[config.mk]
export PLATFORM = sky130hd
export DESIGN_NAME = if_fetch_unit_flat
export DESIGN_NICKNAME = d
export VERILOG_FILES = /design/src/rtl/cpu_pkg.sv /design/src/rtl/if_fetch_unit_if.sv /design/src/rtl/if_fetch_unit.sv /design/src/flat_wrapper.sv
export SDC_FILE = /design/constraint.sdc
export NUM_CORES = 1
export LEC_CHECK = 0
export CORE_ASPECT_RATIO = 0.75
export CORE_UTILIZATION = 60
export DETAILED_ROUTE_END_ITERATION = 7
export DONT_BUFFER_PORTS = 1
export PLACE_DENSITY = 0.76
export SLEW_MARGIN = 20
export SYNTH_ARGS = -nofsm -noshare
export SYNTH_HDL_FRONTEND = slang
export SYNTH_SLANG_ARGS = --single-unit
[constraint.sdc]
create_clock -name clk -period 2.17 [get_ports clk]
set_input_delay 0.434 -clock clk [delete_from_list [all_inputs] [get_ports clk]]
set_output_delay 0.434 -clock clk [all_outputs]
set_load 0.02 [all_outputs]
[src/rtl/cpu_pkg.sv]
// Shared CPU definitions: fetch FSM encoding and architectural constants.
package cpu_pkg;

   typedef enum logic [1:0] {
      FS_IDLE = 2'd0,
      FS_REQ  = 2'd1,
      FS_WAIT = 2'd2,
      FS_HOLD = 2'd3
   } fetch_state_t;

   localparam logic [31:0] NOP_INST         = 32'h0000_0013;
   localparam logic [31:0] RESET_PC_DEFAULT = 32'h0000_0000;

endpackage

[src/rtl/if_fetch_unit_if.sv]
// Instruction-memory read bus: single-outstanding request channel plus a response channel without backpressure.
interface if_fetch_unit_if;
   logic        req_valid;
   logic [31:0] req_addr;
   logic        req_ready;
   logic        rsp_valid;
   logic [31:0] rsp_data;

   modport master (
      output req_valid,
      output req_addr,
      input  req_ready,
      input  rsp_valid,
      input  rsp_data
   );

   modport slave (
      input  req_valid,
      input  req_addr,
      output req_ready,
      output rsp_valid,
      output rsp_data
   );
endinterface

[src/rtl/if_fetch_unit.sv]
// Instruction-fetch stage: owns the fetch PC, issues one read at a time and fills the IF/ID register.
//
//   state   | meaning
//   --------+--------------------------------------------------------------
//   FS_IDLE | one cycle after reset; latches pc into req_addr
//   FS_REQ  | request presented on the bus until accepted
//   FS_WAIT | request accepted, waiting for the single response beat
//   FS_HOLD | response captured in the hold buffer while downstream stalls
module if_fetch_unit
   import cpu_pkg::*;
#(
   parameter logic [31:0] RESET_PC = RESET_PC_DEFAULT
) (
   input  logic                    clk,
   input  logic                    rst,
   input  logic [31:0]             new_pc,
   input  logic                    redirect,
   input  logic                    stall,
   output logic [31:0]             pc,
   output logic                    im_busy,
   output logic                    ifid_valid,
   output logic [31:0]             ifid_pc,
   output logic [31:0]             ifid_inst,
   if_fetch_unit_if.master         im
);

   fetch_state_t state_q, state_d;
   logic [31:0]  pc_q, pc_d;
   logic [31:0]  req_addr_q, req_addr_d;
   logic         squash_q, squash_d;
   logic [31:0]  hold_q, hold_d;
   logic         ifid_valid_q, ifid_valid_d;
   logic [31:0]  ifid_pc_q, ifid_pc_d;
   logic [31:0]  ifid_inst_q, ifid_inst_d;

   logic         deliver;
   logic [31:0]  dlv_inst;

   always_comb begin
      state_d    = state_q;
      pc_d       = pc_q;
      req_addr_d = req_addr_q;
      squash_d   = squash_q;
      hold_d     = hold_q;
      deliver    = 1'b0;
      dlv_inst   = im.rsp_data;

      case (state_q)
         FS_IDLE: begin
            if (redirect) pc_d = new_pc;
            req_addr_d = pc_d;
            state_d    = FS_REQ;
         end
         FS_REQ: begin
            // The presented request cannot be withdrawn, so a redirect only marks it for discard.
            if (redirect) begin
               pc_d     = new_pc;
               squash_d = 1'b1;
            end
            if (im.req_ready) state_d = FS_WAIT;
         end
         FS_WAIT: begin
            if (im.rsp_valid) begin
               if (squash_q || redirect) begin
                  squash_d = 1'b0;
                  if (redirect) pc_d = new_pc;
                  req_addr_d = pc_d;
                  state_d    = FS_REQ;
               end else if (stall) begin
                  hold_d  = im.rsp_data;
                  state_d = FS_HOLD;
               end else begin
                  deliver    = 1'b1;
                  pc_d       = new_pc;
                  req_addr_d = new_pc;
                  state_d    = FS_REQ;
               end
            end else if (redirect) begin
               pc_d     = new_pc;
               squash_d = 1'b1;
            end
         end
         FS_HOLD: begin
            if (redirect) begin
               pc_d       = new_pc;
               req_addr_d = new_pc;
               state_d    = FS_REQ;
            end else if (!stall) begin
               deliver    = 1'b1;
               dlv_inst   = hold_q;
               pc_d       = new_pc;
               req_addr_d = new_pc;
               state_d    = FS_REQ;
            end
         end
         default: state_d = FS_IDLE;
      endcase

      ifid_valid_d = ifid_valid_q;
      ifid_pc_d    = ifid_pc_q;
      ifid_inst_d  = ifid_inst_q;
      if (redirect) begin
         ifid_valid_d = 1'b0;
      end else if (stall) begin
         ifid_valid_d = ifid_valid_q;
      end else if (deliver) begin
         ifid_valid_d = 1'b1;
         ifid_pc_d    = req_addr_q;
         ifid_inst_d  = dlv_inst;
      end else begin
         ifid_valid_d = 1'b0;
      end
   end

   always_ff @(posedge clk) begin
      if (rst) begin
         state_q      <= FS_IDLE;
         pc_q         <= RESET_PC;
         req_addr_q   <= RESET_PC;
         squash_q     <= 1'b0;
         hold_q       <= NOP_INST;
         ifid_valid_q <= 1'b0;
         ifid_pc_q    <= 32'h0000_0000;
         ifid_inst_q  <= NOP_INST;
      end else begin
         state_q      <= state_d;
         pc_q         <= pc_d;
         req_addr_q   <= req_addr_d;
         squash_q     <= squash_d;
         hold_q       <= hold_d;
         ifid_valid_q <= ifid_valid_d;
         ifid_pc_q    <= ifid_pc_d;
         ifid_inst_q  <= ifid_inst_d;
      end
   end

   assign pc           = pc_q;
   assign im_busy      = ~deliver;
   assign ifid_valid   = ifid_valid_q;
   assign ifid_pc      = ifid_pc_q;
   assign ifid_inst    = ifid_inst_q;
   assign im.req_valid = (state_q == FS_REQ);
   assign im.req_addr  = req_addr_q;

endmodule

[src/flat_wrapper.sv]
// flat-port wrapper written by rule: the top's interface ports become plain ports
module if_fetch_unit_flat import cpu_pkg::*;
#(
   parameter logic [31:0] RESET_PC = RESET_PC_DEFAULT
)
  (clk, rst, new_pc, redirect, stall, pc, im_busy, ifid_valid, ifid_pc, ifid_inst, im_req_valid, im_req_addr, im_req_ready, im_rsp_valid, im_rsp_data);
  if_fetch_unit_if im_i ();
  input  logic clk;
  input  logic rst;
  input  logic [31:0] new_pc;
  input  logic redirect;
  input  logic stall;
  output logic [31:0] pc;
  output logic im_busy;
  output logic ifid_valid;
  output logic [31:0] ifid_pc;
  output logic [31:0] ifid_inst;
  output wire logic [$bits(im_i.req_valid)-1:0] im_req_valid;
  output wire logic [$bits(im_i.req_addr)-1:0] im_req_addr;
  input wire logic [$bits(im_i.req_ready)-1:0] im_req_ready;
  input wire logic [$bits(im_i.rsp_valid)-1:0] im_rsp_valid;
  input wire logic [$bits(im_i.rsp_data)-1:0] im_rsp_data;
  assign im_req_valid = im_i.req_valid;
  assign im_req_addr = im_i.req_addr;
  assign im_i.req_ready = im_req_ready;
  assign im_i.rsp_valid = im_rsp_valid;
  assign im_i.rsp_data = im_rsp_data;
  if_fetch_unit #(.RESET_PC(RESET_PC)) u_core (.clk(clk), .rst(rst), .new_pc(new_pc), .redirect(redirect), .stall(stall), .pc(pc), .im_busy(im_busy), .ifid_valid(ifid_valid), .ifid_pc(ifid_pc), .ifid_inst(ifid_inst), .im(im_i));
endmodule
== Word-level counts from Yosys, hierarchy flattened ==
Cells that the tools add are included.
Cells by class
  eq/ne operators: 7
  bitwise operators: 4
  muxes and demuxes: 29
  reduce and logical (&&, ||, !) cells: 11
Operator list (number)
  2-to-1 mux 32 bit: 10
  case mux 32 bit (3 select lines): 2
  2-to-1 mux 2 bit: 6
  2-to-1 mux 1 bit: 8
  case mux 2 bit (4 select lines): 1
  AND reduction 3 bit: 2
  == test 2 bit (second input constant): 2
  NOT 1 bit: 4
  case mux 1 bit (2 select lines): 2
  AND reduction 2 bit: 2
  AND reduction 4 bit: 1
  OR reduction 2 bit: 2
  inequality test 3 x 2 -> 1 bit (second input constant): 1
  inequality test 3 bit (second input constant): 1
  nonzero test 3 bit: 1
  == test 2 x 1 -> 1 bit (second input constant): 1
  logical NOT 2 bit: 1
  inequality test 2 x 1 -> 1 bit (second input constant): 1
  inequality test 2 bit (second input constant): 1
  nonzero test 2 bit: 1
  logical OR 1 bit: 1
Storage, ports and cells
  word-level logic and storage cells: 59
  bits of input ports: 70
  output and inout port bits: 131
  bits in registers: 164

== Longest topological paths before layout ==
Gate-level depths: netlist of the first run.
  word-level depth: 5
  gate-level depth with buffers: 10
  mapped depth without buffers: 7

== Worst setup path before layout of the first run ==
OpenSTA, ideal clock, no wires.
  path type: flip-flop to output port
  from: register u_core.state_q[0]
  to: output port im_busy
  buffers on the path: 2
  slack: 0.211 ns
  required time: 1.736 ns
  cell stages (with the launch flop): 8
  arrival: 1.525 ns
  cells stage by stage: dfxtp_1 > inv_1 > ha_1 > buf_2 > nand3b_1 > a211oi_4 > inv_2 > clkbuf_1
Between the ends
  cells in the longest elaborated chain, start to end: 3
  elaborated cells on any way between the ends: 4
  classes of those cells: eq/ne (2); mux (1); bitwise (1)
RTL lines
  start, declared: RTL line if_fetch_unit.sv:27  | fetch_state_t state_q, state_d;
  start signal, assigned: RTL line if_fetch_unit.sv:126  | state_q <= state_d;
  == test 2 bit: RTL line if_fetch_unit.sv:48  | case (state_q)
  case mux 1 bit (2 select lines) *: RTL line if_fetch_unit.sv:48
  NOT 1 bit *: RTL line if_fetch_unit.sv:138  | assign im_busy = ~deliver;
  end, declared: RTL line flat_wrapper.sv:14  | output logic im_busy;
Mark *: on every way between the ends. The rest lies on a longest branch, timed or not.

== Final worst setup path of the first run ==
  from: register u_core.state_q[1]
  to: output port im_busy
Same word-level chain as after synthesis.

==> out/results.ini, run 1 <==
[status]
status = finished clean

[setup_path]
cpMaxStageDelayCell = dfxtp_2
start_kind = flip-flop
max_stage_delay_ps = 410
worst-path-max-fanout = 11
end_kind = output pin
path_cells = ha_4 > inv_2 > a211oi_4 > bufinv_8
crit_arrival_ps = 1720
crit_required_ps = 1740
path_buf_inv = 2
critical_path_class = flip-flop to output pin
reg2reg_setup_slack_ps = 60
critical-path-top-delay-family = flip-flops

[sta]
whs_ps = 75.39
skew_ps = 10.93
finalCriticalPeriod_ps = 2155
timing.final.setup_violations = 0
maxSlewHeadroom = 0.5618
worstMarginPinSlew_ps = 657.2
hold_viol_final = 0
max_freq_ghz = 0.4641
drv_slew = 0
period_share = 0.9929
rsz0062_at_grt = true

[floorplanning]
io_pins = 201
rows = 35
fp.dieW_microns = 132.3
die_area_sq_um = 13190
coreArea_sq_um = 12350
dieHeight_microns = 99.70
start_util = 0.6183

[route]
wl_per_cell_microns = 20.37
drt_iter0_markers = 653
vias_per_cell = 6.656
drt-total-wl_microns = 21620
remaining_drc_errors = 0
drt_first_pass_iters = 5
drtAntennaViolNets = 0
num_vias = 7062

[synth]
synth-edff-count = 0
synth_compound_area_frac = 0.2661
synth_mux_area_frac = 0.08619
syn-cell-area_sq_um = 7636
yosys_warnings = 0
synthSimpleGateAreaFrac = 0.1589
synth_cell_types = 43
syn_inst = 927
synth_top_family_by_area = compound AO/OA/AOI/OAI gates
synth-main-ff-cell = dfxtp_1
avgSynthCellArea_sq_um = 8.237
ys_seq_elements = 164
seq_area_frac_synth = 0.4300
yosys.area_share.adder = 0.006554
synth-xor-area-share = 0
synth.net_count = 1001
async_flop_share = 0

[pwr]
p_seq_frac = 0.482
finalPower_mw = 7.096
power_frac_clock = 0.438
intPower_mw = 5.153
power.switching_mw = 1.943
p_comb_frac = 0.081
irDropWorstVdd_mv = 0.5378
p_leak_nw = 2.702
switching_share = 0.2738
powerDensity_nw_per_um2 = 846.4

[clocking]
cts_tree = yes
cts_sinks = 164
cts_buffers = 17
cts_buffer_depth = 2
cts-htree-levels = 4
clk_latency_ps = 430
clk_pin_slew_ps = 70
ctsHoldBuffers = 0
cts_root_buffer = clkbuf_16

[placement]
dpl_cell_area_sq_um = 7689
placed_cells = 1025
globalplace.congestion = 0.9090
dpl.hpwl_microns = 13660
io_buffers = 0

[flow_run]
maxCapViolCount = 0

[global_route]
grt.overflow.total = 0
grt_antenna_before_repair = 0
grt_pass1_wl_microns = 33960
grt_pass1_vias = 6591
grt_max_degree = 151
globalRouteTotalUtil = 0.3191

[finish]
final_cells = 1061
insertedDiodeCount = 0
fin_area_sq_um = 8384
drive_gt1_frac = 0.1117
fin_nets = 956
fillers = 1011
syn_to_final_growth_pct = 9.798

[min_path]
min_path_type = primary input to flip-flop

[what timing repair did]
item / CTS / global route
cloned: 1 / 1
setup buffers: 2 / 0
gates resized for setup: 8 / 1
pin swaps: 2 / 0
setup endpoints to repair: 1 / 6
[per-stage QoR]
stage / TNS [ps] / setup WS, ps / util
after floorplan: 0 / 210.7 / -
after global placement: 0 / 272.4 / 0.6226
after detailed placement: 0 / 120.4 / 0.6226
after CTS: 0 / 29.91 / 0.6763
after global routing: -62.98 / -34.19 / 0.6789
final: 0 / 15.48 / 0.6789
[cells in the final DEF (no fill, tap or decap), types with 8 or more instances in the layout]
cell type	netlist	layout
nor2_1	80	78
mux2_2	30	30
a21boi_0	8	8
a21oi_1	98	97
a31oi_1	16	16
buf_4	1	19
nand2_1	144	144
dfxtp_1	164	162
nand3_1	43	43
a211oi_1	53	53
mux2i_1	32	32
a22oi_1	40	40
o221ai_1	15	15
o2bb2ai_1	8	8
o22ai_1	8	8
o2111ai_1	9	9
a311oi_1	9	9
nand2b_1	16	16
o21ai_0	27	27
clkbuf_16	0	18
[cell usage after synthesis (all sizes together), types with 28 or more instances]
| cell | number | area (sq um) |
|---|---|---|
| mux2i | 32 | 320.3 |
| a211oi | 54 | 417.9 |
| nand2 | 144 | 540.5 |
| o21ai | 28 | 140.1 |
| a22oi | 40 | 300.3 |
| nor2 | 80 | 300.3 |
| a21oi | 98 | 490.5 |
| mux2 | 30 | 337.8 |
| nand3 | 43 | 215.2 |
| buf | 28 | 136.4 |
| dfxtp | 164 | 3283 |
| clkbuf | 60 | 225.2 |
[power by group through the flow]
stage                     sequential [mW]  clock [mW]  combinational, mW
after global routing                 3.43        3.25              0.635
after CTS                            3.41        3.14              0.565
final                                3.42        3.11              0.573
after floorplan                      3.42           0              0.510
after detailed placement             3.48           0              0.556
after global placement               3.47           0              0.526
[metal layers]
metal	GRT usage	routed length [microns]	share of wire	vias up
li1	-	-	-	3269
met1	0.3956	8388	0.39	3347
met2	0.4961	9992	0.46	398
met3	0.1239	2773	0.13	48
met4	0.1370	462	0.021	0
met5	0	0	0	-
[kinds of logic after synthesis]
logic type,after synthesis
AOI/OAI and AO/OA,307
DFF,164
buffers and inverters,98
and+or+nand+nor,292
adders and majority gates,4
muxes,62
[cell type report]
type                            instances  area, sq um  area share
Inverter                               10        51.30    0.006118
Multi-Input combinational cell        665         3993      0.4762
Clock inverter                         14        166.4     0.01985
Sequential cell                       164         3286      0.3919
Tap cell                              166        207.7     0.02477
Timing Repair inverter                  1        6.256   0.0007462
Timing Repair Buffer                   23        235.2     0.02806
Clock buffer                           18        439.2     0.05238
[flip-flops by register name (all words and copies together), names as in the netlist]
name,cells
u_core.ifid_pc,32
u_core.squash_q,1
u_core.state_q,2
u_core.hold_q,32
u_core.ifid_inst,32
u_core.im.req_addr,32
u_core.ifid_valid,1
u_core.pc,32
[path summary, 6_finish.rpt]
path                                  startpoint                                  to  cells past startpoint
setup / recovery  u_core.state_q[1]$_SDFFE_PP0P_                             im_busy                      4
hold / removal                               rst  u_core.im.req_addr[1]$_SDFFE_PP0P_                      1
setup reg to reg  u_core.state_q[1]$_SDFFE_PP0P_   u_core.ifid_inst[13]$_SDFFE_PP0P_                      8
hold reg to reg   u_core.hold_q[25]$_SDFFE_PP0P_      u_core.hold_q[25]$_SDFFE_PP0P_                      2
(Power assumes the default switching activity.)
==> run 2: changes to the inputs <==
- ABC_AREA: unset -> 1
- PLACE_DENSITY: 0.76 -> unset
- PLACE_DENSITY_LB_ADDON: unset -> 0.1
==> run 2 against run 1 <==
Net effect:
- register-to-register slack better by 140 ps
- clock power down 8.4%
- highest routed layer unchanged
- critical path type unchanged
- synthesized cell count up 54%
==> out/results.ini, run 2 <==
[synth]
synth_largest_area_cell = dfxtp_1
synth.net_count = 1506  ; +50%
synth_top_cell_area_share = 0.3761  ; -0.05386
synth-main-ff-cell = dfxtp_1
synth_mux_area_frac = 0  ; -0.08619
seq_area_frac_synth = 0.3761  ; -0.05386
yosys.area_share.adder = 0.005733  ; -0.0008210
syn-cell-area_sq_um = 8730  ; +14%
synth_top_family_by_area = simple AND/OR/NAND/NOR gates
avgSynthCellArea_sq_um = 6.096  ; -26%
yosysMostFrequentCell = nand2_1
synth-xor-area-share = 0  ; unchanged
synth_area_leaders = dfxtp_1, nand2_1, nand3_1
yosys_warnings = 0  ; unchanged
ys_seq_elements = 164  ; unchanged
synthSimpleGateAreaFrac = 0.4124  ; +0.2534
syn_inst = 1432  ; +54%
synth_commonest_cells = nand2_1, dfxtp_1, nand3_1
synth_cell_types = 24  ; -44%
synth_compound_area_frac = 0.1299  ; -0.1362
synth-edff-count = 0  ; unchanged
async_flop_share = 0  ; unchanged

[placement]
globalplace.congestion = 0.8903  ; -2.1%
dpl.hpwl_microns = 16860  ; +23%
dpl_cell_area_sq_um = 8786  ; +14%
placed_cells = 1550  ; +51%
io_buffers = 0  ; unchanged

[clocking]
cts_tree = yes
cts_buffers = 17  ; unchanged
cts_sinks = 164  ; unchanged
clk_latency_ps = 430  ; about the same
cts_buffer_depth = 2  ; unchanged
cts-htree-levels = 4  ; unchanged
clk_pin_slew_ps = 70  ; about the same
ctsHoldBuffers = 0  ; unchanged
cts_root_buffer = clkbuf_16

[sta]
maxSlewHeadroom = 0.2970  ; -0.2649
drv_slew = 0  ; unchanged
tns_ps = 0  ; unchanged
worstMarginPinSlew_ps = 1053  ; +396.2 ps
timing.final.setup_violations = 0  ; unchanged
finalCriticalPeriod_ps = 2112  ; -42.21 ps
skew_ps = 6.578  ; -4.349 ps
period_share = 0.9734  ; -0.01945
max_freq_ghz = 0.4734  ; +2.0%
hold_viol_final = 0  ; unchanged
rsz0062_at_grt = false

[route]
wl_per_cell_microns = 17.04  ; -16%
drt-total-wl_microns = 27060  ; +25%
drt_iter0_markers = 1134  ; +74%
drtAntennaViolNets = 0  ; unchanged
drt_first_pass_iters = 8  ; +3
remaining_drc_errors = 0  ; unchanged
vias_per_cell = 5.808  ; -13%
num_vias = 9223  ; +31%

[min_path]
hold_start = rst
hold_end = u_core.ifid_inst[14]$_SDFFE_PP0P_
hold_depth = 1  ; unchanged
min_path_type = primary input to flip-flop

[setup_path]
start_kind = flip-flop
rr_endpoint = u_core.im.req_addr[26]$_SDFFE_PP0P_
ff2ff_path_depth = 8  ; unchanged
crit_arrival_ps = 1680  ; -40 ps
critical_path_class = flip-flop to output pin
crit_required_ps = 1740  ; about the same
end_kind = output pin
reg2reg_from = u_core.state_q[0]$_SDFFE_PP0P_
reg2reg_setup_slack_ps = 200  ; +140 ps
worst-path-max-fanout = 10  ; -1

[global_route]
grt_max_degree = 89  ; -41%
grt_antenna_before_repair = 1  ; +1
grt_pass1_vias = 8073  ; +22%
grt_pass1_wl_microns = 43090  ; +27%
globalRouteTotalUtil = 0.3649  ; +0.04580
grt.overflow.total = 0  ; unchanged

[finish]
final_cells = 1588  ; +50%
fin_nets = 1453  ; +52%
most-common-layout-cells = nand2_1, nand3_1, dfxtp_1
fillers = 1270  ; +26%
fin_area_sq_um = 9467  ; +13%
layout_commonest_cell = nand2_1
drive_gt1_frac = 0.05603  ; -0.05570
syn_to_final_growth_pct = 8.442

[floorplanning]
start_util = 0.6265  ; +0.008132
coreArea_sq_um = 13930  ; +13%
rows = 37  ; +5.7%
die_area_sq_um = 15040  ; +14%
fp.dieW_microns = 141.3  ; +6.8%
io_pins = 201  ; unchanged
dieHeight_microns = 106.5  ; +6.8%

[pwr]
p_leak_nw = 4.273  ; +58%
irDropWorstVdd_mv = 0.6515  ; +21%
powerDensity_nw_per_um2 = 880.4  ; +4.0%
finalPower_mw = 8.335  ; +17%

[status]
status = finished clean

[flow_run]
maxCapViolCount = 0  ; unchanged

run 2: worst max path at each step:
stage | slack [ps] | start | to
finish | 60 | u_core.state_q[0]$_SDFFE_PP0P_ | im_busy
detailed placement | 240 | u_core.state_q[0]$_SDFFE_PP0P_ | u_core.im.req_addr[26]$_SDFFE_PP0P_
global placement | 340 | u_core.state_q[0]$_SDFFE_PP0P_ | u_core.im.req_addr[22]$_SDFFE_PP0P_
floorplan | 450 | u_core.state_q[0]$_SDFFE_PP0P_ | u_core.im.req_addr[1]$_SDFFE_PP0P_
global route | 7 | u_core.state_q[0]$_SDFFE_PP0P_ | im_busy
CTS | 30 | u_core.state_q[0]$_SDFFE_PP0P_ | im_busy
run 2: power breakdown:
part,switching [mW],internal (mW)
registers,0.589,3.25
clock network,1.35,1.50
logic,1.08,0.561
run 2: area by class of cell:
type | count | area [sq um] | share of cell area
well taps | 195 | 244.0 | 0.02577
clock buffers | 18 | 429.2 | 0.04533
diodes | 1 | 2.502 | 0.0002643
flip-flops and latches | 164 | 3288 | 0.3473
multi-input cells | 1116 | 4831 | 0.5103
repair buffers | 32 | 372.9 | 0.03939
inverters | 48 | 180.2 | 0.01903
clock inverters | 14 | 118.9 | 0.01256
run 2: through the flow:
stage / setup WS (ps) / hold slack (ps) / utilization
floorplan: 448.5 / 445.9 / -
global placement: 338.8 / 456.4 / 0.6305
detailed placement: 235.9 / 466.7 / 0.6305
CTS: 34.88 / 48.62 / 0.6745
global route: 7.109 / 37.73 / 0.6792
finish: 57.69 / 69.80 / 0.6794
run 2: logic make-up after synthesis:
family / Yosys count
flops: 164
compound gates: 224
simple gates: 888
buf+inv: 152
fa+ha+maj: 4
run 2: worst max-delay path, stage by stage, from the launching register on:
cell and delay, ps:
dfxtp_4 390, inv_1 80, ha_4 180, buf_8 120
nor2_4 130, nor2_4 70, nand2_4 120, buf_12 150
run 2: layer usage:
layer | track usage | up-vias | part of all wire
met5 | 0 | - | 0
met4 | 0.1102 | 0 | 0.019
met3 | 0.1140 | 57 | 0.14
met2 | 0.5180 | 560 | 0.41
met1 | 0.5222 | 4078 | 0.43
li1 | - | 4528 | -
run 2: timing repair:
action	CTS	global route
gates resized for setup	5	6
pin swaps	0	1
setup endpoints to repair	1	1
endpoints found under the hold margin	0	0
buffers inserted	2	1
cloned	1	1
==> run 3: changes to the inputs <==
- SLEW_MARGIN: 20 -> unset
==> results of run 3 <==
No change in the layout: final DEF, timing and power equal those of run 2.
